File: src/rtl/ps2_pkg.sv
// ps2_pkg
// Shared constants and types for the PS/2 keyboard decoder:
//   - scancode prefix bytes (extended, release, Pause)
//   - keyboard response / overrun codes that never reach the key matrix
//   - frame state machine encoding
//   - is_response() helper to classify response/overrun bytes
package ps2_pkg;

  localparam logic [7:0] PS2_EXT        = 8'hE0;
  localparam logic [7:0] PS2_REL        = 8'hF0;
  localparam logic [7:0] PS2_PAUSE      = 8'hE1;
  localparam logic [2:0] PS2_PAUSE_TAIL = 3'd7;

  localparam logic [7:0] PS2_RESP_BAT    = 8'hAA;
  localparam logic [7:0] PS2_RESP_ACK    = 8'hFA;
  localparam logic [7:0] PS2_RESP_ECHO   = 8'hEE;
  localparam logic [7:0] PS2_RESP_RESEND = 8'hFE;
  localparam logic [7:0] PS2_RESP_OVR0   = 8'h00;
  localparam logic [7:0] PS2_RESP_OVR1   = 8'hFF;

  typedef enum logic [1:0] {
    IDLE  = 2'd0,
    SHIFT = 2'd1,
    CHECK = 2'd2
  } frame_state_e;

  function automatic logic is_response(input logic [7:0] b);
    return (b == PS2_RESP_BAT)  || (b == PS2_RESP_ACK)    ||
           (b == PS2_RESP_ECHO) || (b == PS2_RESP_RESEND) ||
           (b == PS2_RESP_OVR0) || (b == PS2_RESP_OVR1);
  endfunction

endpackage

File: src/rtl/ps2_line_filter.sv
// ps2_line_filter
// Conditions one asynchronous PS/2 line: a 2-FF synchroniser followed by a
// run-length filter. The filtered level only changes after FILTER_LEN
// consecutive synchronised samples disagree with it; shorter pulses vanish.
// With FILTER_LEN = 1 the filter collapses to a single register stage.
// Ports:
//   clk_sys  - system clock
//   reset_n  - asynchronous active-low reset (line idles high)
//   line_in  - raw line, asynchronous to clk_sys
//   level    - filtered line level
//   fall     - one-cycle strobe in the first cycle level reads 0 after a 1
module ps2_line_filter #(
  parameter int FILTER_LEN = 8
) (
  input  logic clk_sys,
  input  logic reset_n,
  input  logic line_in,
  output logic level,
  output logic fall
);

  localparam logic [7:0] RUN_MAX = 8'(FILTER_LEN - 1);

  logic       sync1_q, sync2_q;
  logic       level_q, level_d;
  logic [7:0] run_q, run_d;
  logic       fall_q, fall_d;

  always_comb begin
    level_d = level_q;
    run_d   = run_q;
    fall_d  = 1'b0;
    if (sync2_q != level_q) begin
      if (run_q == RUN_MAX) begin
        level_d = sync2_q;
        run_d   = '0;
        fall_d  = level_q;
      end else begin
        run_d = run_q + 8'd1;
      end
    end else begin
      // Any sample agreeing with the current level restarts the run.
      run_d = '0;
    end
  end

  always_ff @(posedge clk_sys or negedge reset_n) begin
    if (!reset_n) begin
      sync1_q <= 1'b1;
      sync2_q <= 1'b1;
      level_q <= 1'b1;
      run_q   <= '0;
      fall_q  <= 1'b0;
    end else begin
      sync1_q <= line_in;
      sync2_q <= sync1_q;
      level_q <= level_d;
      run_q   <= run_d;
      fall_q  <= fall_d;
    end
  end

  assign level = level_q;
  assign fall  = fall_q;

endmodule

File: src/rtl/ps2_key_decoder.sv
// ps2_key_decoder
// Host-side PS/2 keyboard decoder producing the 11-bit ps2_key event word.
// Frames are deserialised on filtered clock falls, checked (start, odd
// parity, stop), and E0/F0/E1 prefixes are folded into flags before a key
// event is published by flipping ps2_key[10].
// Ports:
//   clk_sys     - system clock
//   reset_n     - asynchronous active-low reset
//   ps2_clk_in  - raw PS/2 clock (asynchronous)
//   ps2_data_in - raw PS/2 data (asynchronous)
//   ps2_key     - [7:0] scancode, [8] extended, [9] pressed, [10] toggle
//   frame_err   - one-cycle pulse per rejected or timed-out frame
//   err_count   - saturating count of frame_err pulses
module ps2_key_decoder #(
  parameter int FILTER_LEN     = 8,
  parameter int TIMEOUT_CYCLES = 100000
) (
  input  logic        clk_sys,
  input  logic        reset_n,
  input  logic        ps2_clk_in,
  input  logic        ps2_data_in,
  output logic [10:0] ps2_key,
  output logic        frame_err,
  output logic [7:0]  err_count
);

  import ps2_pkg::*;

  localparam int             TMO_W    = $clog2(TIMEOUT_CYCLES + 1);
  localparam logic [TMO_W-1:0] TMO_LAST = TMO_W'(TIMEOUT_CYCLES - 1);

  logic clk_fall;
  logic clk_level_unused;
  logic data_sync;
  logic data_fall_unused;

  ps2_line_filter #(.FILTER_LEN(FILTER_LEN)) u_clk_filter (
    .clk_sys (clk_sys),
    .reset_n (reset_n),
    .line_in (ps2_clk_in),
    .level   (clk_level_unused),
    .fall    (clk_fall)
  );

  // Data needs no debounce: it is only looked at on a filtered clock fall,
  // long after it has settled.
  ps2_line_filter #(.FILTER_LEN(1)) u_data_filter (
    .clk_sys (clk_sys),
    .reset_n (reset_n),
    .line_in (ps2_data_in),
    .level   (data_sync),
    .fall    (data_fall_unused)
  );

  frame_state_e     state_q, state_d;
  logic [3:0]       bit_cnt_q, bit_cnt_d;
  logic [10:0]      shift_q, shift_d;
  logic [TMO_W-1:0] tmo_q, tmo_d;
  logic             ext_q, ext_d;
  logic             rel_q, rel_d;
  logic [2:0]       skip_q, skip_d;
  logic [10:0]      key_q, key_d;
  logic             frame_err_q, frame_err_d;
  logic [7:0]       err_cnt_q, err_cnt_d;

  // Bits shift in from the top, so after 11 falls shift_q holds
  // {stop, parity, data[7:0], start}.
  logic [7:0] frame_byte;
  logic       frame_ok;
  assign frame_byte = shift_q[8:1];
  assign frame_ok   = ~shift_q[0] & (^shift_q[9:1]) & shift_q[10];

  always_comb begin
    state_d     = state_q;
    bit_cnt_d   = bit_cnt_q;
    shift_d     = shift_q;
    tmo_d       = tmo_q;
    ext_d       = ext_q;
    rel_d       = rel_q;
    skip_d      = skip_q;
    key_d       = key_q;
    frame_err_d = 1'b0;
    err_cnt_d   = err_cnt_q;

    case (state_q)
      IDLE: begin
        tmo_d = '0;
        if (clk_fall) begin
          shift_d   = {data_sync, 10'b0};
          bit_cnt_d = 4'd1;
          state_d   = SHIFT;
        end
      end

      SHIFT: begin
        if (clk_fall) begin
          tmo_d   = '0;
          shift_d = {data_sync, shift_q[10:1]};
          if (bit_cnt_q == 4'd10) begin
            bit_cnt_d = 4'd0;
            state_d   = CHECK;
          end else begin
            bit_cnt_d = bit_cnt_q + 4'd1;
          end
        end else if (tmo_q == TMO_LAST) begin
          frame_err_d = 1'b1;
          state_d     = IDLE;
          bit_cnt_d   = 4'd0;
          tmo_d       = '0;
          ext_d       = 1'b0;
          rel_d       = 1'b0;
        end else begin
          tmo_d = tmo_q + TMO_W'(1);
        end
      end

      CHECK: begin
        state_d   = IDLE;
        bit_cnt_d = 4'd0;
        tmo_d     = '0;
        if (!frame_ok) begin
          frame_err_d = 1'b1;
          ext_d       = 1'b0;
          rel_d       = 1'b0;
          skip_d      = 3'd0;
        end else if (skip_q != 3'd0) begin
          skip_d = skip_q - 3'd1;
        end else if (frame_byte == PS2_PAUSE) begin
          skip_d = PS2_PAUSE_TAIL;
        end else if (frame_byte == PS2_EXT) begin
          ext_d = 1'b1;
        end else if (frame_byte == PS2_REL) begin
          rel_d = 1'b1;
        end else if (is_response(frame_byte) && !ext_q && !rel_q) begin
          key_d = key_q;
        end else begin
          key_d = {~key_q[10], ~rel_q, ext_q, frame_byte};
          ext_d = 1'b0;
          rel_d = 1'b0;
        end
        // A fall landing in this cycle is already the next start bit.
        if (clk_fall) begin
          shift_d   = {data_sync, 10'b0};
          bit_cnt_d = 4'd1;
          state_d   = SHIFT;
        end
      end

      default: begin
        state_d = IDLE;
      end
    endcase

    if (frame_err_d && (err_cnt_q != 8'hFF)) begin
      err_cnt_d = err_cnt_q + 8'd1;
    end
  end

  always_ff @(posedge clk_sys or negedge reset_n) begin
    if (!reset_n) begin
      state_q     <= IDLE;
      bit_cnt_q   <= 4'd0;
      shift_q     <= '0;
      tmo_q       <= '0;
      ext_q       <= 1'b0;
      rel_q       <= 1'b0;
      skip_q      <= 3'd0;
      key_q       <= '0;
      frame_err_q <= 1'b0;
      err_cnt_q   <= 8'd0;
    end else begin
      state_q     <= state_d;
      bit_cnt_q   <= bit_cnt_d;
      shift_q     <= shift_d;
      tmo_q       <= tmo_d;
      ext_q       <= ext_d;
      rel_q       <= rel_d;
      skip_q      <= skip_d;
      key_q       <= key_d;
      frame_err_q <= frame_err_d;
      err_cnt_q   <= err_cnt_d;
    end
  end

  assign ps2_key   = key_q;
  assign frame_err = frame_err_q;
  assign err_count = err_cnt_q;

endmodule

File: config.mk
export PLATFORM = sky130hd
export DESIGN_NAME = ps2_key_decoder
export DESIGN_NICKNAME = d
export VERILOG_FILES = /design/src/rtl/ps2_pkg.sv /design/src/rtl/ps2_line_filter.sv /design/src/rtl/ps2_key_decoder.sv
export SDC_FILE = /design/constraint.sdc
export NUM_CORES = 1
export LEC_CHECK = 0
export CAP_MARGIN = 20
export CORE_MARGIN = 2
export CORE_UTILIZATION = 45
export DETAILED_ROUTE_END_ITERATION = 8
export PLACE_DENSITY_LB_ADDON = 0.2
export SYNTH_ARGS = -nofsm -noshare
export SYNTH_HDL_FRONTEND = slang
export SYNTH_SLANG_ARGS = --single-unit
File: constraint.sdc
create_clock -name clk_sys -period 4.2 [get_ports clk_sys]
set_input_delay 0.84 -clock clk_sys [delete_from_list [all_inputs] [get_ports clk_sys]]
set_output_delay 0.84 -clock clk_sys [all_outputs]
set_load 0.02 [all_outputs]
==> results of run 1 <==
## flip-flops by register name (all words and copies together) (netlist names), 2 cells and up
register	count
shift_q	11
state_q	2
tmo_q	17
u_clk_filter.run_q	8
ps2_key	11
bit_cnt_q	4
err_count	8
skip_q	3
u_data_filter.run_q	8
## cells by family after synthesis
logic type,after synthesis,share of synthesized area
muxes,14,0.03643
buffers and inverters,38,0.03760
DFF,82,0.4797
AOI/OAI and AO/OA,87,0.1291
xor gates and xnor gates,24,0.05217
and+or+nand+nor,148,0.1892
adders and majority gates,26,0.07578
## report_power, final
part / switching, mW / internal (mW) / total [mW]
clock: 0.305 / 0.280 / 0.585
combinational: 0.0566 / 0.0369 / 0.0935
sequential: 0.0202 / 0.818 / 0.838
total: 0.382 / 1.13 / 1.52
## cells in the final DEF (no fill, tap or decap), types with 11 or more instances in the layout
cell type         n
and3_1           11
clkdlybuf4s50_1  22
dfrtp_1          76
ha_1             26
inv_1            25
nand2_1          43
nand3_1          18
nand4_1          11
nor2_1           30
o21ai_0          12
o21ai_1          23
o31ai_1          14
xor2_1           14
## cell type report
class / instances / area, sq um / share of cell area
inverters: 26 / 97.59 / 0.02007
multi-input cells: 299 / 2072 / 0.4261
clock inverters: 7 / 77.57 / 0.01595
well taps: 129 / 161.4 / 0.03320
clock buffers: 9 / 123.9 / 0.02548
repair buffers: 26 / 270.3 / 0.05558
flip-flops and latches: 82 / 2059 / 0.4236
## layer usage
| layer | GRT usage | vias to the layer above | part of all wire |
|---|---|---|---|
| met5 | 0 | - | 0 |
| met4 | 0.05613 | 0 | 0.015 |
| met3 | 0.04141 | 10 | 0.026 |
| met2 | 0.2692 | 30 | 0.47 |
| met1 | 0.2254 | 1503 | 0.49 |
| li1 | - | 1541 | - |
## metrics by stage
step                utilization  instance area [sq um]  hold slack, ns
finish                   0.5262                   4862          0.3610
CTS                      0.5232                   4835          0.3641
floorplan                     -                   4293          0.3452
global placement         0.5014                   4633          0.3513
detailed placement       0.5014                   4633          0.3478
global route             0.5262                   4862          0.3657
## worst max-delay path by stage
stage / depth (start not counted) / startpoint / to
6_report: 8 / shift_q[4]$_DFFE_PN0P_ / ps2_key[3]$_DFFE_PN0P_
3_3_place_gp: 8 / shift_q[4]$_DFFE_PN0P_ / ps2_key[3]$_DFFE_PN0P_
2_1_floorplan: 9 / shift_q[1]$_DFFE_PN0P_ / ps2_key[1]$_DFFE_PN0P_
5_1_grt: 8 / shift_q[4]$_DFFE_PN0P_ / ps2_key[0]$_DFFE_PN0P_
3_5_place_dp: 8 / shift_q[4]$_DFFE_PN0P_ / ps2_key[3]$_DFFE_PN0P_
4_1_cts: 8 / shift_q[4]$_DFFE_PN0P_ / ps2_key[3]$_DFFE_PN0P_
==> flow_summary.ini, run 1 <==
[outcome]
outcome = finished clean

[grt]
grt_pass1_wl_microns = 13870
track_usage = 0.1685
antenna_found_initial = 0
grt_max_degree = 83
overflow = 0
grt_pass1_vias = 3045

[clock_tree]
cts_resized = 0
cts.sinks = 82
htreeDepth = 3
cts_tree = done
cts_setup_buffers = 0
clockBufferDepth = 2
clk_latency_ns = 0.36
path_clk_slew_ns = 0.09
numCtsBuffers = 9
root_buffer = clkbuf_8
ctsHoldBuffers = 0

[detailed_routing]
finalWirelength_microns = 7831
viasPerCell = 5.336
wl_per_cell_microns = 13.55
remaining_drc_errors = 0
drt_iter0_drc = 135
first_pass_iters = 4
ant_nets = 0
num_vias = 3084

[critical_path]
reg2reg_depth = 8
max_stage_delay_ns = 0.48
end_kind = flip-flop
critPathLaunchType = flip-flop
critPathTopFamily = simple AND/OR/NAND/NOR gates
worstSetupPathType = reg2reg
r2r_end = ps2_key[3]$_DFFE_PN0P_
worst_ep_arrival_time_ns = 3.06
timing.rr.start = shift_q[4]$_DFFE_PN0P_
cp_max_fo = 11
path_buf_inv = 1
crit_chain = inv_1 -> ha_1 -> xnor3_1 -> xnor2_1 -> nand3b_2 -> nor2_2 -> nand3_1 -> mux2_1
crit_required_ns = 4.44
r2r_slack_ns = 1.38
cp_slowest_cell = mux2_1

[logic_synthesis]
ys.flop_type = dfrtp_1
ys_types = 58
yosys.area.top_type = dfrtp_1
synth_edf_count = 0
yosysTopAreaCellShare = 0.4430
yosysMostFrequentCell = dfrtp_1
ys_seq_area_frac = 0.4797
synth-seq-cells = 82
synth_fp_nets = 449
yosys-top-cells-count = dfrtp_1 (76), nand2_1 (43), nor2_1 (30), ha_1 (26), inv_1 (25)
async_flop_share = 1.000
yosys_warnings = 0
synth.avg_cell_area_sq_um = 10.25
netlist_area_sq_um = 4293
synth.area.top_cells = dfrtp_1 (44%), ha_1 (7.6%), nand2_1 (3.8%)
syn-instance-count = 419

[floorplan]
rows = 35
die_area_sq_um = 10340
die_x_microns = 101.7
initial_utilization = 0.4646
core_sq_um = 9240
num_io_pins = 24
die_y_microns = 101.7

[power]
peakVddDrop_mv = 0.1846
leakage_nw = 2.165
power.density_nw_per_um2 = 311.9
total_power_mw = 1.516

[job]
drv_cap = 0

[place]
place_inst = 561
port_buffers = 23
dpl_worst_slack_ns = 1.344
post-dp-hpwl_microns = 5408
gp_congestion = 0.7756

[sta]
drv_slew = 0
min_period_over_period = 0.6713
worst_clock_skew_ns = 0.01259
slew_headroom = 0.3623
rsz0062_at_grt = no
worst_pin_slew_ns = 0.9565
clock.fmax_ghz = 0.3547
setup_ws_ns = 1.381
final.min_clock_period_ns = 2.819
hold_violations = 0
setup_viol = 0
tns_ns = 0

[final_layout]
drive_above_1_share = 0.1002
instances_no_fill = 578
nFillCells = 832
nNetsFinal = 474
antennaDiodeCount = 0
area_growth_pct = 13.26

[min_path]
hold_class = reg2reg
min_path_cells = 0
min_to = u_data_filter.sync2_q$_DFF_PN1_
holdCritStartpoint = u_data_filter.sync1_q$_DFF_PN1_
No activity file was read; power rests on OpenSTA's default activity.
==> inputs of run 2 (changes only) <==
Clock period 4.2 ns to 2.5 ns, I/O delays scaled along.
==> flow_summary.ini, run 2 (same netlist as run 1, synthesis figures left out) <==
[detailed_routing]
finalWirelength_microns = 8079
drt_iter0_drc = 108
num_vias = 3125
ant_nets = 0
remaining_drc_errors = 0
topRoutingLayerUsed = met4
first_pass_iters = 4
wl_met2_microns = 3702
met3_length_microns = 186
wl_met1_microns = 4089
wl_per_cell_microns = 13.72
viasPerCell = 5.306

[place]
placed_cell_area_sq_um = 4728
dpl_worst_slack_ns = 0.04089
gp_congestion = 0.7855
port_buffers = 23
place_inst = 572
post-dp-hpwl_microns = 5580

[floorplan]
die_x_microns = 101.7
die_area_sq_um = 10340
initial_utilization = 0.4646
rows = 35
core_sq_um = 9240
num_io_pins = 24
die_y_microns = 101.7

[job]
drv_cap = 0

[critical_path]
crit_required_ns = 2.74
reg2reg_depth = 8
crit_start = shift_q[2]$_DFFE_PN0P_
timing.rr.start = shift_q[2]$_DFFE_PN0P_
r2r_slack_ns = 0.11
r2r_end = err_count[1]$_DFFE_PN0P_
end_kind = flip-flop
worstSetupPathType = reg2reg
worst_ep_arrival_time_ns = 2.63
critPathLaunchType = flip-flop
endpoint = err_count[1]$_DFFE_PN0P_
cp_max_fo = 8

[sta]
slew_headroom = 0.6106
setup_viol = 0
worst_clock_skew_ns = 0.01427
drv_slew = 0
final.min_clock_period_ns = 2.385
hold_violations = 0
setup_ws_ns = 0.1147
clock.fmax_ghz = 0.4192
worst_pin_slew_ns = 0.5793
tns_ns = 0
min_period_over_period = 0.9541

[grt]
grt_pass1_wl_microns = 13920
overflow = 0
track_usage = 0.1685
grt_max_degree = 50
antenna_found_initial = 0
grt_pass1_vias = 3008

[outcome]
outcome = finished clean

[min_path]
hold_class = in2async

[power]
power.density_nw_per_um2 = 530.1
peakVddDrop_mv = 0.3713
leakage_nw = 2.266

[final_layout]
drive_above_1_share = 0.1239
largest_reg_flops = 17
finalInstanceArea_sq_um = 4981
area_growth_pct = 16.03
regMostFlops = tmo_q
post-route-util = 0.5391
final_cell_mix = dfrtp_1 (76), nand2_1 (43), nor2_1 (30), ha_1 (26), inv_1 (25)
final_common_cell = dfrtp_1
nNetsFinal = 485
instances_no_fill = 589
antennaDiodeCount = 0

[clock_tree]
htreeDepth = 3
cts_tree = done
numCtsBuffers = 9
cts.sinks = 82
ctsHoldBuffers = 0
clockBufferDepth = 2
clk_latency_ns = 0.36
path_clk_slew_ns = 0.09
root_buffer = clkbuf_8
[run 2: report_power, final]
part           total, mW  switching, mW  internal (mW)  leakage, nW
combinational      0.157         0.0944         0.0623         1.04
sequential          1.41         0.0346           1.37         1.12
clock               1.07          0.506          0.569        0.102
[run 2: worst min-delay path by stage]
stage | from | end | slack (ns) | cells past startpoint
finish | reset_n | err_count[7]$_DFFE_PN0P_ | 0.08 | 1
CTS | reset_n | err_count[7]$_DFFE_PN0P_ | 0.09 | 1
global route | reset_n | err_count[7]$_DFFE_PN0P_ | 0.11 | 1
floorplan | reset_n | bit_cnt_q[0]$_DFFE_PN0P_ | 0.20 | 0
detailed placement | u_clk_filter.sync1_q$_DFF_PN1_ | u_clk_filter.sync2_q$_DFF_PN1_ | 0.35 | 0
global placement | u_data_filter.sync1_q$_DFF_PN1_ | u_data_filter.sync2_q$_DFF_PN1_ | 0.35 | 0
[run 2: final cells by class]
| class | count | area, sq um |
|---|---|---|
| fill | 832 | 4259 |
| clock buffer | 9 | 123.9 |
| sequential | 82 | 2059 |
| timing repair buffer | 37 | 345.3 |
| tap | 129 | 161.4 |
| clock inverter | 7 | 100.1 |
| inverter | 26 | 97.59 |
| multi-input combinational | 299 | 2093 |
[run 2: what timing repair did]
action	4_1_cts	5_1_grt
setup buffers	0	1
endpoints found under the setup margin	0	10
gates resized for setup	0	3
[run 2: layer usage]
layer / vias to the layer above / global-route usage
li1: 1568 / -
met1: 1522 / 0.2335
met2: 27 / 0.2642
met3: 8 / 0.03382
met4: 0 / 0.05821
met5: - / 0
[run 2: worst max-delay path, cell delays in order (launching register included)]
cell and delay (ns):
dfrtp_1 0.40, inv_1 0.09, ha_1 0.29, xnor3_1 0.38, xnor2_2 0.21, nand3b_4 0.15, a21o_1 0.25, and3_4 0.19
mux2_1 0.31
[run 2: through the flow]
stage | total power [mW] | hold slack, ns
4_1_cts | 2.683 | 0.08655
6_report | 2.640 | 0.07881
3_5_place_dp | 1.596 | 0.3482
2_1_floorplan | 1.534 | 0.2044
5_1_grt | 2.763 | 0.1058
3_3_place_gp | 1.589 | 0.3474
==> inputs of run 3 (changes only) <==
Settings changed: SLEW_MARGIN set to 20.
==> results of run 3 <==
Same layout as run 2: the final DEF is identical, and so are final timing and power.
